[src/rtl/alu_ctrl_mdu.sv]
// ALU control decode (combinational) plus iterative unsigned MULTU/DIVU with HI/LO; result WIDTH+1 cycles after issue.
// stall_o holds the issuing instruction in decode from issue until the op finishes; divide-by-zero finishes the next cycle.
module alu_ctrl_mdu #(
  parameter int WIDTH   = 32,
  parameter int OP_W    = 4,
  parameter int FUNCT_W = 6
) (
  input  logic               clk_i,
  input  logic               rst_i,
  input  logic               valid_i,
  input  logic [OP_W-1:0]    ALUOp_i,
  input  logic [FUNCT_W-1:0] funct_i,
  input  logic [WIDTH-1:0]   rs_data_i,
  input  logic [WIDTH-1:0]   rt_data_i,
  output logic [3:0]         ALUCtrl_o,
  output logic               Sign_extend_o,
  output logic               Mux_ALU_src1,
  output logic [1:0]         hilo_sel_o,
  output logic [WIDTH-1:0]   hilo_data_o,
  output logic               stall_o,
  output logic               done_o
);

  localparam int CW = (WIDTH > 1) ? $clog2(WIDTH) : 1;

  localparam logic [OP_W-1:0] OP_R     = OP_W'(0);
  localparam logic [OP_W-1:0] OP_ADDI  = OP_W'(1);
  localparam logic [OP_W-1:0] OP_SLTIU = OP_W'(2);
  localparam logic [OP_W-1:0] OP_BEQ   = OP_W'(3);
  localparam logic [OP_W-1:0] OP_LUI   = OP_W'(4);
  localparam logic [OP_W-1:0] OP_ORI   = OP_W'(5);
  localparam logic [OP_W-1:0] OP_BNE   = OP_W'(6);

  localparam logic [FUNCT_W-1:0] F_ADDU  = FUNCT_W'(6'b100001);
  localparam logic [FUNCT_W-1:0] F_SUBU  = FUNCT_W'(6'b100011);
  localparam logic [FUNCT_W-1:0] F_AND   = FUNCT_W'(6'b100100);
  localparam logic [FUNCT_W-1:0] F_OR    = FUNCT_W'(6'b100101);
  localparam logic [FUNCT_W-1:0] F_SLT   = FUNCT_W'(6'b101010);
  localparam logic [FUNCT_W-1:0] F_SRA   = FUNCT_W'(6'b000011);
  localparam logic [FUNCT_W-1:0] F_SRAV  = FUNCT_W'(6'b000111);
  localparam logic [FUNCT_W-1:0] F_MULTU = FUNCT_W'(6'b011001);
  localparam logic [FUNCT_W-1:0] F_DIVU  = FUNCT_W'(6'b011011);
  localparam logic [FUNCT_W-1:0] F_MFHI  = FUNCT_W'(6'b010000);
  localparam logic [FUNCT_W-1:0] F_MFLO  = FUNCT_W'(6'b010010);

  localparam logic [3:0] ALU_AND  = 4'd0;
  localparam logic [3:0] ALU_OR   = 4'd1;
  localparam logic [3:0] ALU_ADDU = 4'd4;
  localparam logic [3:0] ALU_SUBU = 4'd5;
  localparam logic [3:0] ALU_SLT  = 4'd6;
  localparam logic [3:0] ALU_SRA  = 4'd8;
  localparam logic [3:0] ALU_SRAV = 4'd9;
  localparam logic [3:0] ALU_LUI  = 4'd10;
  localparam logic [3:0] ALU_SLTU = 4'd11;

  typedef enum logic [1:0] {IDLE, MUL, DIV, DONE} state_t;

  state_t           state_q, state_d;
  logic [WIDTH-1:0] hi_q, lo_q;
  logic [WIDTH-1:0] opnd_q;   // multiplicand or divisor
  logic [WIDTH-1:0] acc_q;    // running product upper half or partial remainder
  logic [WIDTH-1:0] sh_q;     // multiplier bits shifting out / dividend-quotient shift register
  logic [CW-1:0]    cnt_q;

  logic             is_r, is_mul, is_div, start, last, div_zero;
  logic [WIDTH:0]   mul_sum;
  logic [WIDTH+1:0] div_diff;
  logic             div_bit;
  logic [WIDTH-1:0] div_rem;

  always_comb begin
    ALUCtrl_o     = ALU_AND;
    Sign_extend_o = 1'b0;
    hilo_sel_o    = 2'b00;
    case (ALUOp_i)
      OP_R: begin
        case (funct_i)
          F_ADDU:  ALUCtrl_o = ALU_ADDU;
          F_SUBU:  ALUCtrl_o = ALU_SUBU;
          F_AND:   ALUCtrl_o = ALU_AND;
          F_OR:    ALUCtrl_o = ALU_OR;
          F_SLT:   ALUCtrl_o = ALU_SLT;
          F_SRA:   ALUCtrl_o = ALU_SRA;
          F_SRAV:  ALUCtrl_o = ALU_SRAV;
          F_MFHI:  hilo_sel_o = 2'b01;
          F_MFLO:  hilo_sel_o = 2'b10;
          default: ;
        endcase
      end
      OP_ADDI:  begin ALUCtrl_o = ALU_ADDU; Sign_extend_o = 1'b1; end
      OP_SLTIU: ALUCtrl_o = ALU_SLTU;
      OP_BEQ:   begin ALUCtrl_o = ALU_SUBU; Sign_extend_o = 1'b1; end
      OP_BNE:   begin ALUCtrl_o = ALU_SUBU; Sign_extend_o = 1'b1; end
      OP_LUI:   ALUCtrl_o = ALU_LUI;
      OP_ORI:   ALUCtrl_o = ALU_OR;
      default:  ;
    endcase
  end

  assign Mux_ALU_src1 = (ALUOp_i == OP_R) && (funct_i == F_SRA);
  assign hilo_data_o  = (hilo_sel_o == 2'b01) ? hi_q :
                        (hilo_sel_o == 2'b10) ? lo_q : '0;

  assign is_r     = (ALUOp_i == OP_R);
  assign is_mul   = is_r && (funct_i == F_MULTU);
  assign is_div   = is_r && (funct_i == F_DIVU);
  assign start    = valid_i && !rst_i && (is_mul || is_div) && (state_q == IDLE);
  assign div_zero = (rt_data_i == '0);
  assign last     = (cnt_q == CW'(WIDTH - 1));

  assign stall_o = !rst_i && (start || state_q == MUL || state_q == DIV);
  assign done_o  = !rst_i && (state_q == DONE);

  // One shift-add step: add multiplicand when the current multiplier LSB is set, then shift right.
  assign mul_sum  = {1'b0, acc_q} + (sh_q[0] ? {1'b0, opnd_q} : {(WIDTH+1){1'b0}});
  // One restoring step: trial-subtract divisor from {remainder, next dividend bit}.
  assign div_diff = {1'b0, acc_q, sh_q[WIDTH-1]} - {2'b00, opnd_q};
  assign div_bit  = !div_diff[WIDTH+1];
  assign div_rem  = div_bit ? div_diff[WIDTH-1:0] : {acc_q[WIDTH-2:0], sh_q[WIDTH-1]};

  always_ff @(posedge clk_i) begin
    if (rst_i) state_q <= IDLE;
    else       state_q <= state_d;
  end

  always_comb begin
    state_d = state_q;
    case (state_q)
      IDLE: if (start) state_d = is_mul ? MUL : (div_zero ? DONE : DIV);
      MUL:  if (last) state_d = DONE;
      DIV:  if (last) state_d = DONE;
      DONE: state_d = IDLE;
      default: state_d = IDLE;
    endcase
  end

  always_ff @(posedge clk_i) begin
    if (rst_i) begin
      hi_q   <= '0;
      lo_q   <= '0;
      opnd_q <= '0;
      acc_q  <= '0;
      sh_q   <= '0;
      cnt_q  <= '0;
    end else begin
      case (state_q)
        IDLE: begin
          if (start) begin
            opnd_q <= rt_data_i;
            acc_q  <= '0;
            sh_q   <= rs_data_i;
            cnt_q  <= '0;
            if (is_div && div_zero) begin
              lo_q <= '1;
              hi_q <= rs_data_i;
            end
          end
        end
        MUL: begin
          acc_q <= mul_sum[WIDTH:1];
          sh_q  <= {mul_sum[0], sh_q[WIDTH-1:1]};
          cnt_q <= cnt_q + 1'b1;
          if (last) begin
            hi_q <= mul_sum[WIDTH:1];
            lo_q <= {mul_sum[0], sh_q[WIDTH-1:1]};
          end
        end
        DIV: begin
          acc_q <= div_rem;
          sh_q  <= {sh_q[WIDTH-2:0], div_bit};
          cnt_q <= cnt_q + 1'b1;
          if (last) begin
            hi_q <= div_rem;
            lo_q <= {sh_q[WIDTH-2:0], div_bit};
          end
        end
        default: ;
      endcase
    end
  end

endmodule

[config.mk]
export PLATFORM = sky130hd
export DESIGN_NAME = alu_ctrl_mdu
export DESIGN_NICKNAME = d
export VERILOG_FILES = /design/src/rtl/alu_ctrl_mdu.sv
export SDC_FILE = /design/constraint.sdc
export NUM_CORES = 1
export LEC_CHECK = 0
export CORE_ASPECT_RATIO = 1.1
export CORE_MARGIN = 3
export CORE_UTILIZATION = 40
export DETAILED_ROUTE_END_ITERATION = 6
export GPL_ROUTABILITY_DRIVEN = 0
export PLACE_DENSITY = 0.7
export SETUP_SLACK_MARGIN = 0.2
export SLEW_MARGIN = 40
export SYNTH_ARGS = -nofsm -noshare
export SYNTH_HDL_FRONTEND = slang
export SYNTH_SLANG_ARGS = --single-unit
[constraint.sdc]
create_clock -name clk_i -period 4.1 [get_ports clk_i]
set_clock_uncertainty 0.05 [all_clocks]
set_input_delay 0.41 -clock clk_i [delete_from_list [all_inputs] [get_ports clk_i]]
set_output_delay 0.41 -clock clk_i [all_outputs]
set_load 0.05 [all_outputs]
== Word level (Yosys, flattened, before mapping) ==
Cells that the tools add are included.
Storage, ports and cells
  bits of input ports: 77
  memories: 0
  logic and storage cells: 94
  latch bits: 0
  ROM bits: 0
  RAM bits: 0
  register bits: 167
Operators by class
  div/mod/pow operators: 0
  add/subtract/negate cells: 3
  bitwise gates (word level): 0
  reduce and logical (&&, ||, !) cells: 27
  eq/ne operators: 27
  $mul: 0
  shifts and indexed selects: 0
  magnitude comparators: 0
  mux-type cells: 30
Operator list (count)
  32-bit two-way mux: 14
  32-bit one-hot mux with 3 select lines: 4
  4-bit one-hot mux with 6 select lines: 2
  33-bit by 32-bit subtractor with 34-bit output: 1
  32-bit by 32-bit adder with 33-bit output: 1
  32-bit zero test: 1
  6-bit by 5-bit equality test with 1-bit output, second input constant: 4
  6-bit equality test, second input constant: 4
  4-bit by 3-bit equality test with 1-bit output, second input constant: 3
  5-bit one-hot mux with 2 select lines: 1
  1-bit logical AND: 9
  4-bit by 2-bit equality test with 1-bit output, second input constant: 2
  2-bit two-way mux: 4
  2-bit AND reduction: 4
  2-bit equality test, second input constant: 3
  6-bit by 2-bit equality test with 1-bit output, second input constant: 1
  6-bit by 3-bit equality test with 1-bit output, second input constant: 1
  2-bit != test, second input constant: 3
  2-bit one-hot mux with 3 select lines: 1
  5-bit by 1-bit adder with 5-bit output, second input constant: 1
  5-bit equality test, second input constant: 1
  5-bit two-way mux: 1
  5-bit AND reduction: 1
  2-bit by 1-bit equality test with 1-bit output, second input constant: 2
  other kinds (12): 18

== Longest topological paths before layout ==
  word-level depth: 8
  depth in mapped cells: 14

== Worst setup path before layout ==
Ideal clock, no wire load.
  path type: input-to-output
  from: in funct_i[2]
  to: out ALUCtrl_o[1]
  buffers on the path: 0
  required time: 3640 ps
  arrival time: 3306 ps
  setup slack: 334 ps
  stages on the path: 4
  cell sequence: nand2b_1 -> nor4_1 -> nor3_1 -> a2111oi_0
Between the ends
  word-level cells in the longest chain between the ends: 3
  elaborated cells between the ends (all ways): 8
  those cells by class: 6 x eq/ne; 2 x mux
Ends and longest elaborated chain
  from (decl): RTL line 12  | input logic [FUNCT_W-1:0] funct_i,
  6-bit by 3-bit equality test with 1-bit output (tied with other cells): RTL line 77  | case (funct_i)
  4-bit one-hot mux with 6 select lines *: RTL line 77
  4-bit one-hot mux with 6 select lines *: RTL line 75  | case (ALUOp_i)
  to (decl): RTL line 15  | output logic [3:0] ALUCtrl_o,
Every way passes the cells marked *; elsewhere a longest branch is shown, timed or not.

== Final worst setup path ==
  from: reg sh_q[0]
  to: reg hi_q[23]
Between the ends
  word-level cells in the longest chain between the ends: 4
Ends and longest elaborated chain
  from (decl): RTL line 62  | logic [WIDTH-1:0] sh_q;
  from (signal assigned): RTL line 151  | sh_q <= rs_data_i;
  from (signal assigned): RTL line 161  | sh_q <= {mul_sum[0], sh_q[WIDTH-1:1]};
  from (signal assigned): RTL line 170  | sh_q <= {sh_q[WIDTH-2:0], div_bit};
  32-bit two-way mux: RTL line 115  | assign mul_sum = {1'b0, acc_q} + (sh_q[0] ? {1'b0, opnd_q} : {(WIDTH+1){1'b0}});
  32-bit by 32-bit adder with 33-bit output: RTL line 115
  32-bit two-way mux: RTL line 163  | if (last) begin
  32-bit one-hot mux with 3 select lines: RTL line 146  | case (state_q)
  to (signal assigned): RTL line 155  | hi_q <= rs_data_i;
  to (signal assigned): RTL line 164  | hi_q <= mul_sum[WIDTH:1];
  to (signal assigned): RTL line 173  | hi_q <= div_rem;
  to (decl): RTL line 59  | logic [WIDTH-1:0] hi_q, lo_q;
Every way passes these cells. The select of a mux whose other input is x is not followed.
A chain may end at the register's enable or synchronous reset.

==> impl_metrics.yaml <==
outcome:
  status: "finished, final reports clean"
timing:
  post-route-min-period_ns: 3.73
  finalSetupTns_ns: 0
  finalHoldViolCount: 0
  maxClockFrequency_ghz: 0.268
  worst-slew-pin-transition_ns: 0.804
  headroom_to_the_max_slew_limit_pct: 46.4
  finalHoldWorstSlack_ns: 0.350
  count_of_final_setup_violators: 0
  timing.final.ws_setup_ns: 0.370
  finalCritPeriodShare_pct: 91.0
  grt_setup_unrepaired: "true"
  slew_viol_final: 0
routing:
  via_density: 6.04
  routed-via-count: 12600
  wirelength_um: 39700
  drcViolationCount: 0
  wl_per_cell_um: 19.0
  drt-pass1-iter-count: 6
  antenna_violating_nets_post_route: 0
  drt_iter0_markers: 1309
global_route:
  grt_use_met3_pct: 4.13
  gr-max-usage-layer: "met2"
  grt.total_usage_pct: 23.5
  globalRouteMet2Util_pct: 37.6
  grt_overflow_total: 0
  grt_pass1_wl_um: 63500
  grt_antenna_before_repair: 0
  number_of_global_route_vias_before_repair: 11900
  largest_net_degree_at_the_start_of_global_routing: 86
  grt.met1_usage_pct: 32.5
power:
  switching_share_of_total_power_pct: 50.5
  power.share.sequential_pct: 20.9
  total_leakage_power_nw: 5.47
  power_frac_clock_pct: 18.3
  power.density_nw_per_um2: 616
  power.share.combinational_pct: 60.8
  internal_power_mw: 4.46
  power.net_switching_mw: 4.54
  ir_worst_vdd_mv: 0.458
worst_hold_path:
  min-delay-start: "rst_i"
  min_path_cells: 2
  min_to: "sh_q[28]"
  timing.hold.worst.class: "input port to flop"
synth:
  postSynthRegisterBits: 167
  main_combinational_cell_family_by_area_after_synthesis: "compound AO/OA/AOI/OAI gates"
  async_reset_ff_share_pct: 0
  yosys_warning_count: 0
  post_synth_fa_ha_maj_area_fraction_pct: 7.57
  netlist-cell-type-count: 94
  synth_top_cell_area_share_pct: 27.3
  library_cell_with_the_largest_summed_area_after_synthesis: "sky130_fd_sc_hd__dfxtp_1"
  synth_sequential_area_ratio_pct: 27.3
  synth_fp_nets: 1767
  syn_inst: 1617
  leading_cell_types_by_total_area_after_synthesis: "sky130_fd_sc_hd__dfxtp_1 27%, sky130_fd_sc_hd__ha_1 7.2%, sky130_fd_sc_hd__a21oi_1 5.7%"
  syn_avg_cell_area_um2: 7.59
  count_of_flip_flops_with_a_built_in_enable_after_synthesis: 0
  ys.flop_type: "sky130_fd_sc_hd__dfxtp_1"
  synth-xor-area-share_pct: 3.57
  synth-compound-area-share_pct: 29.9
  post_synth_and_or_nand_nor_area_fraction_pct: 21.9
  mappedNetlistArea_um2: 12300
  yosys-mux-area-fraction_pct: 3.29
critical_path:
  crit_slowest_cell: "sky130_fd_sc_hd__dfxtp_1"
  crit_chain: "and2_1 -> ha_1 -> inv_1 -> fa_1 -> nand2b_1 -> a21o_1 -> a21oi_2 -> a31oi_1 -> a2111oi_0 -> buf_4 -> mux2_2 -> o21ai_1 -> o221ai_1 -> a31o_2"
  critical_path.max_fanout: 9
  regToRegEndpoint: "hi_q[23]"
  worstSetupStartpointType: "flop"
  worst_ep_arrival_time_ns: 4.01
  worst_path_largest_cell_delay_ns: 0.51
  critical_path.reg2reg.startpoint: "sh_q[0]"
  critical_path_rt_ns: 4.38
  worst_setup_path_end_kind: "flop"
  worst-r2r-cell-count: 14
  critPathKind: "flop to flop"
  setup.reg_to_reg.worst_slack_ns: 0.37
place:
  detailedPlacementHpwl_um: 29900
  dpl.cell_count: 2058
  count_of_input_and_output_buffers: 118
  place_worst_setup_slack_ns: 0.355
layout:
  utilization_pct: 48.8
  nets: 1819
  area_delta_synth_final_pct: 19.0
  num_antenna_cells: 0
  post_route_cells_drive_above_1_share_pct: 9.16
  instances_no_fill: 2090
clock_network:
  clock_pin_slew_on_the_worst_setup_and_hold_paths_ns: 0.07
  clkSinkCount: 167
  hold_buf_cts: 0
  ctsRootBufferMaster: "sky130_fd_sc_hd__clkbuf_16"
  cts_buffers: 17
  post_cts_resize_count: 0
  cts_tree: "yes"
  cts_setup_buffers: 0
  insertion_delay_to_the_later_sink_of_the_worst_skew_pair_ns: 0.44
  h-tree-depth: 4
  cts.path.max_buffers: 2
floorplan:
  io_pins: 119
  fp.dieW_um: 173
  coreArea_um2: 29900
  core.rowCount: 66
  die_area_um2: 32800
  initial_utilization_pct: 41.0
  chipHeight_um: 190
job:
  max-cap-violations: 0
## cell usage in the layout, fill, tap and decap left out, types with 20 or more instances in the layout
cell type                         netlist  layout
sky130_fd_sc_hd__nand2_1              182     182
sky130_fd_sc_hd__nor2_1               172     170
sky130_fd_sc_hd__dfxtp_1              167     167
sky130_fd_sc_hd__a21oi_1              140     139
sky130_fd_sc_hd__o21ai_0              102     102
sky130_fd_sc_hd__clkdlybuf4s50_1        0      82
sky130_fd_sc_hd__ha_1                  71      69
sky130_fd_sc_hd__inv_1                 57      57
sky130_fd_sc_hd__and2_1                45      45
sky130_fd_sc_hd__a211oi_1              41      41
sky130_fd_sc_hd__mux2i_1               37      37
sky130_fd_sc_hd__o31ai_1               37      36
sky130_fd_sc_hd__nor3_1                35      35
sky130_fd_sc_hd__buf_4                  1      35
sky130_fd_sc_hd__buf_12                 0      35
sky130_fd_sc_hd__nand3_1               30      30
sky130_fd_sc_hd__xnor2_1               30      30
sky130_fd_sc_hd__a21o_1                24      24
sky130_fd_sc_hd__nand4_1               24      24
sky130_fd_sc_hd__a221oi_1              24      24
sky130_fd_sc_hd__o211ai_1              22      22
sky130_fd_sc_hd__xor2_1                20      20
sky130_fd_sc_hd__a31oi_1               20      20
## logic make-up after synthesis
group                    Yosys count
multiplexers                      40
flip-flops                       167
XOR/XNOR                          50
AND/OR/NAND/NOR                  574
buffers and inverters            178
adder cells (fa/ha/maj)           73
AO/OA/AOI/OAI                    535
## power groups by stage
| stage | registers, mW | clock network (mW) | logic [mW] |
|---|---|---|---|
| 2_1_floorplan | 1.85 | 0 | 4.01 |
| 3_3_place_gp | 1.91 | 0 | 5.23 |
| 3_5_place_dp | 1.91 | 0 | 5.31 |
| 4_1_cts | 1.87 | 1.65 | 5.30 |
| 5_1_grt | 1.89 | 1.71 | 5.84 |
| 6_report | 1.88 | 1.65 | 5.47 |
## per-layer routing
metal	part of all wire [%]	up-vias
met5	0	-
met4	2.3	0
met3	8.5	67
met2	44	633
met1	45	5896
li1	-	6036
## per-stage QoR
step | power [mW] | instance area [um2]
floorplan | 5.86 | 12300
global placement | 7.13 | 14000
detailed placement | 7.21 | 14000
CTS | 8.82 | 14600
global route | 9.44 | 14600
finish | 9.00 | 14600
## worst max path at each step
stage	start	end	slack, ns	cells after the start
after global routing	sh_q[0]	hi_q[31]	0.16	11
after CTS	sh_q[0]	hi_q[23]	0.34	14
final	sh_q[0]	hi_q[23]	0.37	14
after floorplan	funct_i[2]	ALUCtrl_o[1]	0.33	4
after detailed placement	sh_q[0]	acc_q[25]	0.36	14
after global placement	sh_q[0]	hi_q[23]	0.43	14
## sequential cells by signal (all words and copies together), names as in the netlist
register  flops
acc_q        32
hi_q         32
lo_q         32
opnd_q       32
sh_q         32
cnt_q         5
state_q       2
## layout make-up
class,count,area [um2]
Clock buffer,18,429
Tap cell,408,510
Multi-Input combinational cell,1272,8160
Fill cell,2917,15300
Inverter,58,218
Timing Repair Buffer,153,1790
Clock inverter,14,156
Sequential cell,167,3340
## cell usage after synthesis, types with 5 or more instances
cell type	n
sky130_fd_sc_hd__nand4_1	24
sky130_fd_sc_hd__inv_1	57
sky130_fd_sc_hd__xor2_1	20
sky130_fd_sc_hd__and3_1	18
sky130_fd_sc_hd__a31o_2	6
sky130_fd_sc_hd__a211oi_1	41
sky130_fd_sc_hd__o31ai_1	37
sky130_fd_sc_hd__o21bai_1	6
sky130_fd_sc_hd__clkbuf_1	88
sky130_fd_sc_hd__ha_1	71
sky130_fd_sc_hd__a211o_1	5
sky130_fd_sc_hd__mux2i_1	37
sky130_fd_sc_hd__nor3_1	35
sky130_fd_sc_hd__buf_2	12
sky130_fd_sc_hd__a2111oi_0	5
sky130_fd_sc_hd__o21ai_1	5
sky130_fd_sc_hd__o211ai_1	22
sky130_fd_sc_hd__nand2b_1	20
sky130_fd_sc_hd__nor2b_1	7
sky130_fd_sc_hd__a21o_1	24
sky130_fd_sc_hd__clkbuf_8	5
sky130_fd_sc_hd__nand2_1	182
sky130_fd_sc_hd__xnor2_1	30
sky130_fd_sc_hd__a221oi_1	24
sky130_fd_sc_hd__dfxtp_1	167
sky130_fd_sc_hd__nor4_1	10
sky130_fd_sc_hd__a31oi_1	20
sky130_fd_sc_hd__buf_1	6
sky130_fd_sc_hd__a311oi_1	19
sky130_fd_sc_hd__o21ai_0	102
sky130_fd_sc_hd__nand3_1	30
sky130_fd_sc_hd__buf_6	8
sky130_fd_sc_hd__a21oi_1	140
sky130_fd_sc_hd__nor2_1	172
sky130_fd_sc_hd__and2_1	45
sky130_fd_sc_hd__a221o_1	17
## worst max-delay path, delay by kind of cell, from the launching register on
kind            cells  cell delay, ns
compound gates      7            1.57
fa+ha+maj           2            0.55
flops               1            0.51
simple gates        2            0.36
mux                 1            0.33
buf+inv             2            0.25
Power figures use the tool's default switching activity.
